[src/rtl/code_arm_setter.sv]
// Arming-side secret code entry: debounced five-key entry, confirmation pass, held reference code.
// Optional build macro ENTRY_TIMEOUT_EN adds an inactivity timeout during ENTER/VERIFY.
module code_arm_setter #(
  parameter int unsigned CODE_LEN    = 4,
  parameter int unsigned DEB_CYCLES  = 50000,
  parameter int unsigned TIMEOUT_CYC = 500_000_000
) (
  input  logic                    clk,
  input  logic                    rst,
  input  logic [4:0]              keys,
  input  logic                    arm_req,
  input  logic                    clear,
  output logic [3*CODE_LEN-1:0]   code_out,
  output logic                    code_valid,
  output logic                    armed,
  output logic                    mismatch,
  output logic [7:0]              prog_led
);

  localparam int unsigned NK = 5;
  localparam int unsigned CW = 3 * CODE_LEN;
  localparam int unsigned IW = (CODE_LEN > 1) ? $clog2(CODE_LEN) : 1;
  localparam int unsigned DW = (DEB_CYCLES > 1) ? $clog2(DEB_CYCLES) : 1;

  typedef enum logic [1:0] {
    S_IDLE   = 2'd0,
    S_ENTER  = 2'd1,
    S_VERIFY = 2'd2,
    S_ARMED  = 2'd3
  } state_t;

  logic [NK-1:0] keys_s1, keys_s2;
  logic [NK-1:0] deb, deb_d, press;
  logic [DW-1:0] deb_cnt [NK];
  logic          arm_s1, arm_s2, arm_d;
  logic          clr_s1, clr_s2;

  state_t        state, nxt_state;
  logic [IW-1:0] idx, nxt_idx;
  logic [2:0]    shadow     [CODE_LEN];
  logic [2:0]    nxt_shadow [CODE_LEN];
  logic [CW-1:0] nxt_code;
  logic          nxt_valid, nxt_armed, nxt_mismatch;
  logic [7:0]    nxt_led;

  logic          press_any, press_multi, arm_rise, tmo_hit;
  logic [2:0]    press_val;

  // Two-flop synchronizers for all asynchronous inputs
  always_ff @(posedge clk or negedge rst) begin
    if (!rst) begin
      keys_s1 <= '0;
      keys_s2 <= '0;
      arm_s1  <= 1'b0;
      arm_s2  <= 1'b0;
      arm_d   <= 1'b0;
      clr_s1  <= 1'b0;
      clr_s2  <= 1'b0;
    end else begin
      keys_s1 <= keys;
      keys_s2 <= keys_s1;
      arm_s1  <= arm_req;
      arm_s2  <= arm_s1;
      arm_d   <= arm_s2;
      clr_s1  <= clear;
      clr_s2  <= clr_s1;
    end
  end

  // Per-key debounce; the debounced level flips after DEB_CYCLES consecutive differing cycles
  always_ff @(posedge clk or negedge rst) begin
    if (!rst) begin
      for (int i = 0; i < NK; i++) deb_cnt[i] <= '0;
      deb   <= '0;
      deb_d <= '0;
      press <= '0;
    end else begin
      for (int i = 0; i < NK; i++) begin
        if (keys_s2[i] == deb[i]) begin
          deb_cnt[i] <= '0;
        end else if (deb_cnt[i] == DW'(DEB_CYCLES - 1)) begin
          deb[i]     <= keys_s2[i];
          deb_cnt[i] <= '0;
        end else begin
          deb_cnt[i] <= deb_cnt[i] + DW'(1);
        end
      end
      deb_d <= deb;
      press <= deb & ~deb_d;
    end
  end

  assign press_any   = |press;
  assign press_multi = (press & (press - NK'(1))) != '0;
  assign arm_rise    = arm_s2 & ~arm_d;

  always_comb begin
    press_val = 3'd0;
    case (press)
      5'b00010: press_val = 3'd1;
      5'b00100: press_val = 3'd2;
      5'b01000: press_val = 3'd3;
      5'b10000: press_val = 3'd4;
      default:  press_val = 3'd0;
    endcase
  end

`ifdef ENTRY_TIMEOUT_EN
  localparam int unsigned TW = (TIMEOUT_CYC > 1) ? $clog2(TIMEOUT_CYC) : 1;
  logic [TW-1:0] tmr;
  logic          in_entry;

  assign in_entry = (state == S_ENTER) || (state == S_VERIFY);
  assign tmo_hit  = in_entry && (tmr == TW'(TIMEOUT_CYC - 1));

  // Inactivity counter, restarted by every press event
  always_ff @(posedge clk or negedge rst) begin
    if (!rst) begin
      tmr <= '0;
    end else if (!in_entry || press_any) begin
      tmr <= '0;
    end else begin
      tmr <= tmr + TW'(1);
    end
  end
`else
  // Timer not built: TIMEOUT_CYC has no effect
  assign tmo_hit = (TIMEOUT_CYC == 0) & 1'b0;
`endif

  // Next-state and next-output logic
  always_comb begin
    nxt_state    = state;
    nxt_idx      = idx;
    nxt_shadow   = shadow;
    nxt_code     = code_out;
    nxt_valid    = code_valid;
    nxt_armed    = 1'b0;
    nxt_mismatch = 1'b0;
    nxt_led      = 8'h00;

    case (state)
      S_IDLE: begin
        if (arm_rise) begin
          nxt_state = S_ENTER;
          nxt_idx   = '0;
        end
      end
      S_ENTER: begin
        if (press_multi) begin
          nxt_mismatch = 1'b1;
        end else if (press_any) begin
          nxt_shadow[idx] = press_val;
          if (idx == IW'(CODE_LEN - 1)) begin
            nxt_state = S_VERIFY;
            nxt_idx   = '0;
          end else begin
            nxt_idx = idx + IW'(1);
          end
        end
      end
      S_VERIFY: begin
        if (press_multi) begin
          nxt_mismatch = 1'b1;
        end else if (press_any) begin
          if (press_val == shadow[idx]) begin
            if (idx == IW'(CODE_LEN - 1)) begin
              nxt_state = S_ARMED;
              nxt_idx   = '0;
              nxt_valid = 1'b1;
              nxt_armed = 1'b1;
              for (int i = 0; i < CODE_LEN; i++) nxt_code[3*i +: 3] = shadow[i];
            end else begin
              nxt_idx = idx + IW'(1);
            end
          end else begin
            nxt_mismatch = 1'b1;
            nxt_state    = S_ENTER;
            nxt_idx      = '0;
            for (int i = 0; i < CODE_LEN; i++) nxt_shadow[i] = 3'd0;
          end
        end
      end
      default: ;
    endcase

    // Abort paths: timeout flags a mismatch, clear wins silently
    if (tmo_hit || (clr_s2 && (state != S_IDLE))) begin
      nxt_state    = S_IDLE;
      nxt_idx      = '0;
      nxt_code     = '0;
      nxt_valid    = 1'b0;
      nxt_armed    = 1'b0;
      nxt_mismatch = tmo_hit && !clr_s2;
      for (int i = 0; i < CODE_LEN; i++) nxt_shadow[i] = 3'd0;
    end

    case (nxt_state)
      S_ENTER: begin
        for (int i = 0; i < 8; i++) nxt_led[i] = 32'(nxt_idx) > 32'(i);
      end
      S_VERIFY: begin
        nxt_led[3:0] = 4'hF;
        for (int i = 0; i < 4; i++) nxt_led[4+i] = 32'(nxt_idx) > 32'(i);
      end
      S_ARMED: nxt_led = 8'hFF;
      default: nxt_led = 8'h00;
    endcase
  end

  // State and registered outputs
  always_ff @(posedge clk or negedge rst) begin
    if (!rst) begin
      state      <= S_IDLE;
      idx        <= '0;
      for (int i = 0; i < CODE_LEN; i++) shadow[i] <= 3'd0;
      code_out   <= '0;
      code_valid <= 1'b0;
      armed      <= 1'b0;
      mismatch   <= 1'b0;
      prog_led   <= 8'h00;
    end else begin
      state      <= nxt_state;
      idx        <= nxt_idx;
      shadow     <= nxt_shadow;
      code_out   <= nxt_code;
      code_valid <= nxt_valid;
      armed      <= nxt_armed;
      mismatch   <= nxt_mismatch;
      prog_led   <= nxt_led;
    end
  end

endmodule

[config.mk]
export PLATFORM = sky130hd
export DESIGN_NAME = code_arm_setter
export DESIGN_NICKNAME = d
export VERILOG_FILES = /design/src/rtl/code_arm_setter.sv
export SDC_FILE = /design/constraint.sdc
export NUM_CORES = 1
export LEC_CHECK = 0
export ABC_AREA = 1
export BUFFER_PORTS_ARGS = -buffer_cell sky130_fd_sc_hd__buf_4
export CORE_UTILIZATION = 65
export DETAILED_ROUTE_END_ITERATION = 6
export GPL_TIMING_DRIVEN = 0
export PLACE_DENSITY_LB_ADDON = 0.05
export SLEW_MARGIN = 15
export SYNTH_ARGS = -nofsm -noshare
export SYNTH_HDL_FRONTEND = slang
export SYNTH_SLANG_ARGS = --single-unit
[constraint.sdc]
create_clock -name clk -period 2.85 [get_ports clk]
set_input_delay 0.57 -clock clk [delete_from_list [all_inputs] [get_ports clk]]
set_output_delay 0.57 -clock clk [all_outputs]
set_load 0.02 [all_outputs]
======== Word level (Yosys, flattened, before mapping) ========
Index checks and enable logic that the tools add are counted.
operators by class
  magnitude comparators ................... 5
  eq/ne operators ......................... 27
  $add $sub $neg .......................... 7
  bitwise gates (word level) .............. 11
  multiplexer cells ....................... 68
  reductions and logical operators ........ 18
operator list
  operator                                                               number
  16-bit 2-to-1 mux                                                      10
  12-bit 2-to-1 mux                                                      12
  16-bit by 1-bit adder with 16-bit output, second input constant        5
  16-bit equality test, second input constant                            5
  2-bit 2-to-1 mux                                                       17
  12-bit one-hot mux with 2 select lines                                 1
  8-bit one-hot mux with 3 select lines                                  1
  1-bit 2-to-1 mux                                                       17
  3-bit inequality test, second input constant                           5
  12-bit bitwise mux                                                     1
  2-bit one-hot mux with 3 select lines                                  2
  3-bit one-hot mux with 4 select lines                                  1
  5-bit AND                                                              2
  2-bit AND reduction                                                    5
  2-bit nonzero test                                                     5
  3-bit 2-to-1 mux                                                       3
  2-bit equality test, second input constant                             4
  3-bit binary-select mux with 2-bit select                              1
  3-bit demux with 2-bit select                                          1
  1-bit inverter                                                         6
  6-bit AND reduction                                                    1
  1-bit equality test                                                    5
  5-bit by 2-bit equality test with 1-bit output, second input constant  1
  5-bit by 3-bit equality test with 1-bit output, second input constant  1
  21 further kinds                                                       24
storage, ports and cells
  logic and storage cells ................. 166
  flip-flop bits (word level) ............. 149
  output and inout bits ................... 23
  bits of input ports ..................... 9

======== Depth between registers and ports, before layout ========
Gate-level depths: netlist of the first run.
  word-level depth ........................ 12
  mapped depth ............................ 16

======== Worst setup path after synthesis of the first run ========
Ideal clock, no wire load.
  kind .................................... flip-flop to flip-flop
  from .................................... reg state[0]
  to ...................................... reg shadow[5] (netlist bit)
  stages on the path, launching flop included .. 12
  data required time ...................... 2724 ps
  path slack .............................. 975 ps
  arrival ................................. 1749 ps
  setup time .............................. 126 ps
  cells stage by stage .................... dfrtp_1 inv_1 ha_1 nor2_1 inv_1 clkbuf_1 nand3_1 nand3_1 inv_1 nand2_2 nand2_1 o21ai_0
between the ends
  longest elaborated chain between the ends .. 4
  elaborated cells between the ends (all ways) .. 13
  classes of those cells .................. eq/ne: 7; mux: 2; reduce/logical: 4
RTL lines
  what                                                                          line  RTL
  start: declaration                                                            38    state_t state, nxt_state;
  start signal: assignment                                                      223   state <= nxt_state;
  2-bit nonzero test                                                            188   if (tmo_hit || (clr_s2 && (state != S_IDLE))) begin
  1-bit logical AND                                                             188
  3-bit inequality test (no line) / 3-bit nonzero test (equally long branches)  -
  6-bit AND reduction (no line)                                                 -
  end signal: assignment                                                        225   shadow <= nxt_shadow;
  end: declaration                                                              40    logic [2:0] shadow [CODE_LEN];
Parallel ways exist; a longest one is shown, timed or not.
A chain may end at the register's enable or synchronous reset.

======== Worst setup path after layout of the first run ========
  from .................................... reg state[0]
  to ...................................... reg shadow[0] (netlist bit)
The elaborated chain is that of the path after synthesis.

==> impl_metrics.csv, run 1 <==
group,metric,value,unit
setup_path,r2r-start,"state[0]",
cts,cts_tree,"built",
yosys,synth_top_area_cell,"dfrtp_1",
route,wirelength,13620,microns
route,dr_total_vias,5471,
setup_path,worst-setup-path-type,"flip-flop to flip-flop",
route,first_pass_iters,5,
yosys,synth_common_cells,"dfrtp_1, nand2_1, inv_1",
yosys,yosys.cell_types.count,41,
sta,min_period_over_period,82.30,%
yosys,ys_async_sr_fraction,100.0,%
global_route,grt-ovfl-total,0,
setup_path,arrival,2730,ps
yosys,ys.flop_type,"dfrtp_1",
yosys,synthTopCellsByArea,"dfrtp_1, nand2_1, inv_1",
cts,clock_path_buffers,2,
final_layout,area_growth,15.02,%
cts,ctsResizeCount,0,
route,ant_nets,0,
setup_path,start_kind,"flip-flop",
setup_path,max_stage_delay,450,ps
floorplan,dieArea,0.01130,sq mm
setup_path,path_buf_inv,4,
run,drv_cap,0,
yosys,synth_top_area_share,52.72,%
power,p_sw,1.149,mW
setup_path,crit_required,3240,ps
final_layout,nNetsFinal,879,
min_path,whs_endpoint,"keys_s1[4]",
route,wl_per_cell,13.58,microns
floorplan,fp.dieW,106.3,microns
floorplan,start_util,67.89,%
yosys,synth_most_common_cell,"dfrtp_1",
floorplan,pin_count,32,
power,leakagePower,3.700,nW
placement,gp_congestion,0.9042,
cts,htreeDepth,4,
status,status,"complete, no violations",
yosys,syn_inst,805,
route,via_per_inst,5.455,
power,power,4.942,mW
cts,cts.sink_count,149,
min_path,holdPathStages,1,
setup_path,crit_path_top_delay_cell,"dfrtp_1",
power,seq_power_share,44.3,%
sta,finalCriticalPeriod,2346,ps
cts,insertion_delay,520,ps
setup_path,r2r_slack,500,ps
setup_path,path_cells,"inv_1, ha_1, nor2_1, inv_1, clkbuf_1, nand3_1, nand3_1, inv_1, nand2_2, nand2_1, o21ai_0",
sta,clock_skew,9.493,ps
sta,finalHoldViolations,0,
route,first_iter_violations,322,
global_route,antenna_found_initial,0,
power,clkPwrFrac,47.3,%
setup_path,worst_path_most_repeated_cell,"inv_1",
sta,finalMaxSlewViolations,0,
global_route,track_usage,27.08,%
final_layout,n_antenna_cell,0,
min_path,hold_path_class,"primary input to flip-flop",
floorplan,coreArea,0.01042,sq mm
final_layout,fillers,700,
sta,tns,0,ps
placement,hpwlAfterDp,9364,microns
global_route,grt_pass1_wl,24420,microns
placement,port_buffers,31,
route,drc,0,
min_path,worstHoldStart,"keys[4]",
yosys,ys_seq_elements,149,
sta,fmax,426.3,MHz
yosys,ys_seq_area_share,52.72,%
cts,root_buffer,"clkbuf_8",
setup_path,r2r_cells,11,
setup_path,cpLargestDelayFamily,"simple AND/OR/NAND/NOR gates",
setup_path,rr_endpoint,"shadow[0]",
final_layout,drive_gt1_share,13.15,%
yosys,syn-num-nets,827,
yosys,yosysWarnings,0,
floorplan,rows,37,
power,peakVddDrop,0.3918,mV
yosys,synth_edf_count,0,
sta,setup_violations,0,
floorplan,die_height,106.3,microns
setup_path,path_depth,11,
power,combinationalPowerShare,8.4,%
power,p_int,3.793,mW
cts,numCtsBuffers,17,
power,p_per_area,607.5,mW/mm^2
setup_path,cp-end-kind,"flip-flop",
power,power_switching_share,23.24,%
sta,tightest_slew,518.7,ps
setup_path,worstPathMaxFanout,10,
sta,rsz0062_at_grt,"no",
cts,path_clk_slew,60,ps
yosys,avgSynthCellArea,8.785,sq um
global_route,grt_pass1_vias,5574,
yosys,syn-cell-area,0.007072,sq mm
sta,relSlewSlack,65.42,%
global_route,grt_max_degree,107,
[layer usage]
metal  track usage (%)  part of all wire (%)
met1             34.20                    45
met2             46.10                    50
met4             10.91                   1.5
met3             5.028                   3.5
met5                 0                     0
[sequential cells by signal (all words and copies together), names as in the netlist, 2 cells and up]
signal	count
deb_cnt	80
code_out	12
shadow	12
prog_led	8
deb	5
deb_d	5
keys_s1	5
keys_s2	5
press	5
idx	2
state	2
[cells by family (layout without fill, tap and decap cells)]
family                   count (synthesis)  after routing  share of synthesized area [%]
AO/OA/AOI/OAI                           93             93                          7.997
XOR/XNOR                                26             26                          3.220
adder cells (fa/ha/maj)                 13             13                          2.300
buffers and inverters                  123            185                          6.812
flip-flops                             149            149                          52.72
multiplexers                             2              2                         0.3184
AND/OR/NAND/NOR                        399            399                          26.63
[worst max-delay path by stage]
stage	start	end	slack [ps]
after detailed placement	state[0]	shadow[0]	570
after global placement	rst	deb_cnt[9]	620
after global routing	state[0]	shadow[0]	300
after CTS	state[0]	shadow[0]	550
after floorplan	state[0]	shadow[5]	980
final	state[0]	shadow[0]	500
[power by group through the flow]
| stage | combinational [mW] | clock (mW) | sequential, mW |
|---|---|---|---|
| 4_1_cts | 0.416 | 2.36 | 2.19 |
| 2_1_floorplan | 0.268 | 0 | 2.23 |
| 3_5_place_dp | 0.410 | 0 | 2.23 |
| 5_1_grt | 0.470 | 2.45 | 2.19 |
| 6_report | 0.417 | 2.34 | 2.19 |
| 3_3_place_gp | 0.389 | 0 | 2.23 |
[layout make-up]
class / instances / area, sq um / area share [%]
Clock buffer: 20 / 435.4 / 5.353
Sequential cell: 149 / 3729 / 45.84
Timing Repair Buffer: 33 / 277.8 / 3.415
Buffer: 8 / 50.05 / 0.6153
Inverter: 115 / 431.7 / 5.307
Tap cell: 136 / 170.2 / 2.092
Clock inverter: 9 / 178.9 / 2.200
Multi-Input combinational cell: 533 / 2861 / 35.18
[placed cells by master (no fill, tap or decap), types with 7 or more instances in the layout]
cell type and instances:
nand2_1 144, nor4_1 10, o21ai_0 45, nand4_1 16, nor3_1 20, a21oi_1 21, xor2_1 19, dfrtp_1 149
buf_4 31, nor2_2 7, nand2_2 8, inv_1 111, xnor2_1 7, nand3_1 64, nor2_1 96, ha_1 13
clkbuf_16 16, a31oi_1 7, nor3b_1 17
[per-stage QoR]
stage | instance area (sq um) | hold slack (ps) | worst slack (ps) | instances | util, %
after floorplan | 7072 | 274.4 | 975.3 | 805 | -
after global placement | 7475 | 335.2 | 617.7 | 972 | 71.76
after detailed placement | 7510 | 336.3 | 572.5 | 973 | 72.10
after CTS | 8134 | 144.4 | 548.1 | 1003 | 78.09
after global routing | 8134 | 135.1 | 295.3 | 1003 | 78.09
final | 8134 | 159.5 | 504.4 | 1003 | 78.09
[repair_timing]
item,CTS,global route
buffers inserted,0,0
endpoints found under the hold margin,43,0
hold buffers,1,0
(Power assumes the default switching activity.)
==> inputs of run 2 (changes only) <==
--- a/config.mk
+++ b/config.mk
@@ -7,7 +7,7 @@
 export LEC_CHECK = 0
 export ABC_AREA = 1
 export BUFFER_PORTS_ARGS = -buffer_cell sky130_fd_sc_hd__buf_4
-export CORE_UTILIZATION = 65
+export CORE_UTILIZATION = 55
 export DETAILED_ROUTE_END_ITERATION = 6
 export GPL_TIMING_DRIVEN = 0
 export PLACE_DENSITY_LB_ADDON = 0.05
==> constraint.sdc (replaced) <==
create_clock -name clk -period 1.97 [get_ports clk]
set_input_delay 0.394 -clock clk [delete_from_list [all_inputs] [get_ports clk]]
set_output_delay 0.394 -clock clk [all_outputs]
set_load 0.02 [all_outputs]
==> impl_metrics.csv, run 2 (same netlist as run 1, synthesis figures left out) <==
group,metric,value,unit
status,status,"finished with violations",
status,violations,"negative setup slack",
sta,fin_ws,-72.53,ps
floorplan,coreArea,0.01257,sq mm
cts,cts_tree,"built",
setup_path,arrival,2380,ps
final_layout,area_growth,26.88,%
final_layout,nNetsFinal,914,
route,dr_total_vias,5728,
sta,finalMaxSlewViolations,0,
global_route,antenna_found_initial,0,
cts,path_clk_slew,60,ps
sta,rsz0062_at_grt,"yes",
setup_path,start_kind,"flip-flop",
final_layout,layout_common_cells,"dfrtp_1, nand2_1, inv_1",
power,power,7.480,mW
sta,fmax,489.6,MHz
cts,cts.sink_count,149,
final_layout,fillers,916,
final_layout,drive_gt1_share,26.66,%
setup_path,r2r_slack,-70,ps
sta,min_period_over_period,103.7,%
route,wl_per_cell,13.77,microns
setup_path,max_stage_delay,420,ps
final_layout,regArea,0.003734,sq mm
final_layout,layout_commonest_cell,"dfrtp_1",
setup_path,path_cells,"nor2_4, nand2_4, nor2_4, nand3_2, nand2_2, nand3_4, nor2_1, nand2_1, nand3_2, clkinv_4, nand2_8, nand2_4, o21ai_2",
setup_path,crit_path_top_delay_cell,"dfrtp_1",
final_layout,top_register,"deb_cnt",
cts,insertion_delay,420,ps
floorplan,dieArea,0.01331,sq mm
run,drv_cap,0,
setup_path,crit_required,2310,ps
placement,hpwlAfterDp,9170,microns
sta,tns,-707.5,ps
power,p_per_area,833.7,mW/mm^2
global_route,track_usage,22.75,%
sta,tightest_slew,545.6,ps
final_layout,largest_register_ff_count,80,
final_layout,n_antenna_cell,0,
setup_path,cpLargestDelayFamily,"simple AND/OR/NAND/NOR gates",
global_route,grt_max_degree,89,
global_route,grt-ovfl-total,0,
setup_path,worst-setup-path-type,"flip-flop to flip-flop",
route,via_per_inst,5.323,
sta,relSlewSlack,63.55,%
route,first_pass_iters,5,
sta,setup_violations,13,
floorplan,pin_count,32,
global_route,grt_pass1_vias,5320,
final_layout,reg_top3,"deb_cnt (80), code_out (12), shadow (12)",
floorplan,start_util,56.27,%
cts,htreeDepth,4,
power,leakagePower,4.041,nW
route,wirelength,14810,microns
setup_path,cp-end-kind,"flip-flop",
placement,port_buffers,31,
sta,finalHoldViolations,0,
global_route,grt_pass1_wl,23520,microns
setup_path,path_buf_inv,1,
final_layout,multi_input_area,0.003342,sq mm
floorplan,rows,41,
floorplan,fp.dieW,115.4,microns
power,peakVddDrop,1.009,mV
cts,clock_path_buffers,2,
floorplan,die_height,115.4,microns
route,drc,0,
cts,root_buffer,"clkbuf_16",
route,ant_nets,0,
sta,clock_skew,7.724,ps
route,first_iter_violations,372,
setup_path,worstPathMaxFanout,6,
sta,finalCriticalPeriod,2043,ps
placement,gp_congestion,0.8471,
cts,numCtsBuffers,17,
min_path,hold_path_class,"primary input to flip-flop",
[run 2: cell types whose count changed in the layout (fill, tap and decap cells not counted), sizes merged]
cell,previous run,this run
bufinv,5,4
clkbuf,24,25
clkinvlp,2,1
clkinv,2,6
buf,36,70
[run 2: path summary, 6_finish.rpt]
check	start	endpoint	cells after the start
setup / recovery	press[0]	shadow[6]	13
hold / removal	keys[4]	keys_s1[4]	1
setup reg to reg	press[0]	shadow[6]	13
hold reg to reg	keys_s1[4]	keys_s2[4]	0
max in group asynchronous	rst	press[3]	3
min in group asynchronous	rst	code_valid	2
[run 2: final cells by class]
class                           count  area share [%]
Multi-Input combinational cell    533           37.25
Timing Repair inverter              1         0.06973
Timing Repair Buffer               67           6.066
Tap cell                          172           2.399
Clock buffer                       21           5.243
Buffer                              8          0.7112
Inverter                          115           4.950
Clock inverter                     10           1.701
Sequential cell                   149           41.61
[run 2: report_power, final]
part           internal [mW]  switching [mW]
Sequential              3.12          0.0487
Combinational          0.299           0.606
Clock                   2.20            1.20
Total                   5.62            1.86
[run 2: what timing repair did]
action                                 CTS  global route
pin swaps                                3            38
gates resized for setup                 20           133
cloned                                   0             2
buffers inserted                         5            28
setup endpoints to repair               53            69
hold buffers                             1             0
endpoints found under the hold margin   61             0
[run 2: per-stage QoR]
step	hold WS [ps]	cells	worst slack, ps	utilization (%)	cell area [sq um]
3_5_place_dp	337.0	1009	-375.4	60.11	7555
2_1_floorplan	98.41	805	95.35	-	7072
6_report	76.13	1076	-72.53	71.39	8972
3_3_place_gp	333.0	1008	-307.8	59.83	7520
5_1_grt	62.01	1076	-193.7	71.39	8972
4_1_cts	61.07	1046	0.7097	65.94	8288
[run 2: routing by layer]
metal	GRT usage, %	vias to the layer above	part of all wire [%]
met5	0	-	0
met1	28.21	2789	43
met4	8.398	0	2.0
li1	-	2797	-
met2	38.32	114	51
met3	5.851	28	3.5
[run 2: worst reg2reg max path, cell delays in order (launching register included)]
cell,delay [ps]
dfrtp_1,420
nor2_4,190
nand2_4,90
nor2_4,190
nand3_2,100
nand2_2,90
nand3_4,130
nor2_1,140
nand2_1,80
nand3_2,110
clkinv_4,150
nand2_8,150
nand2_4,50
o21ai_2,60
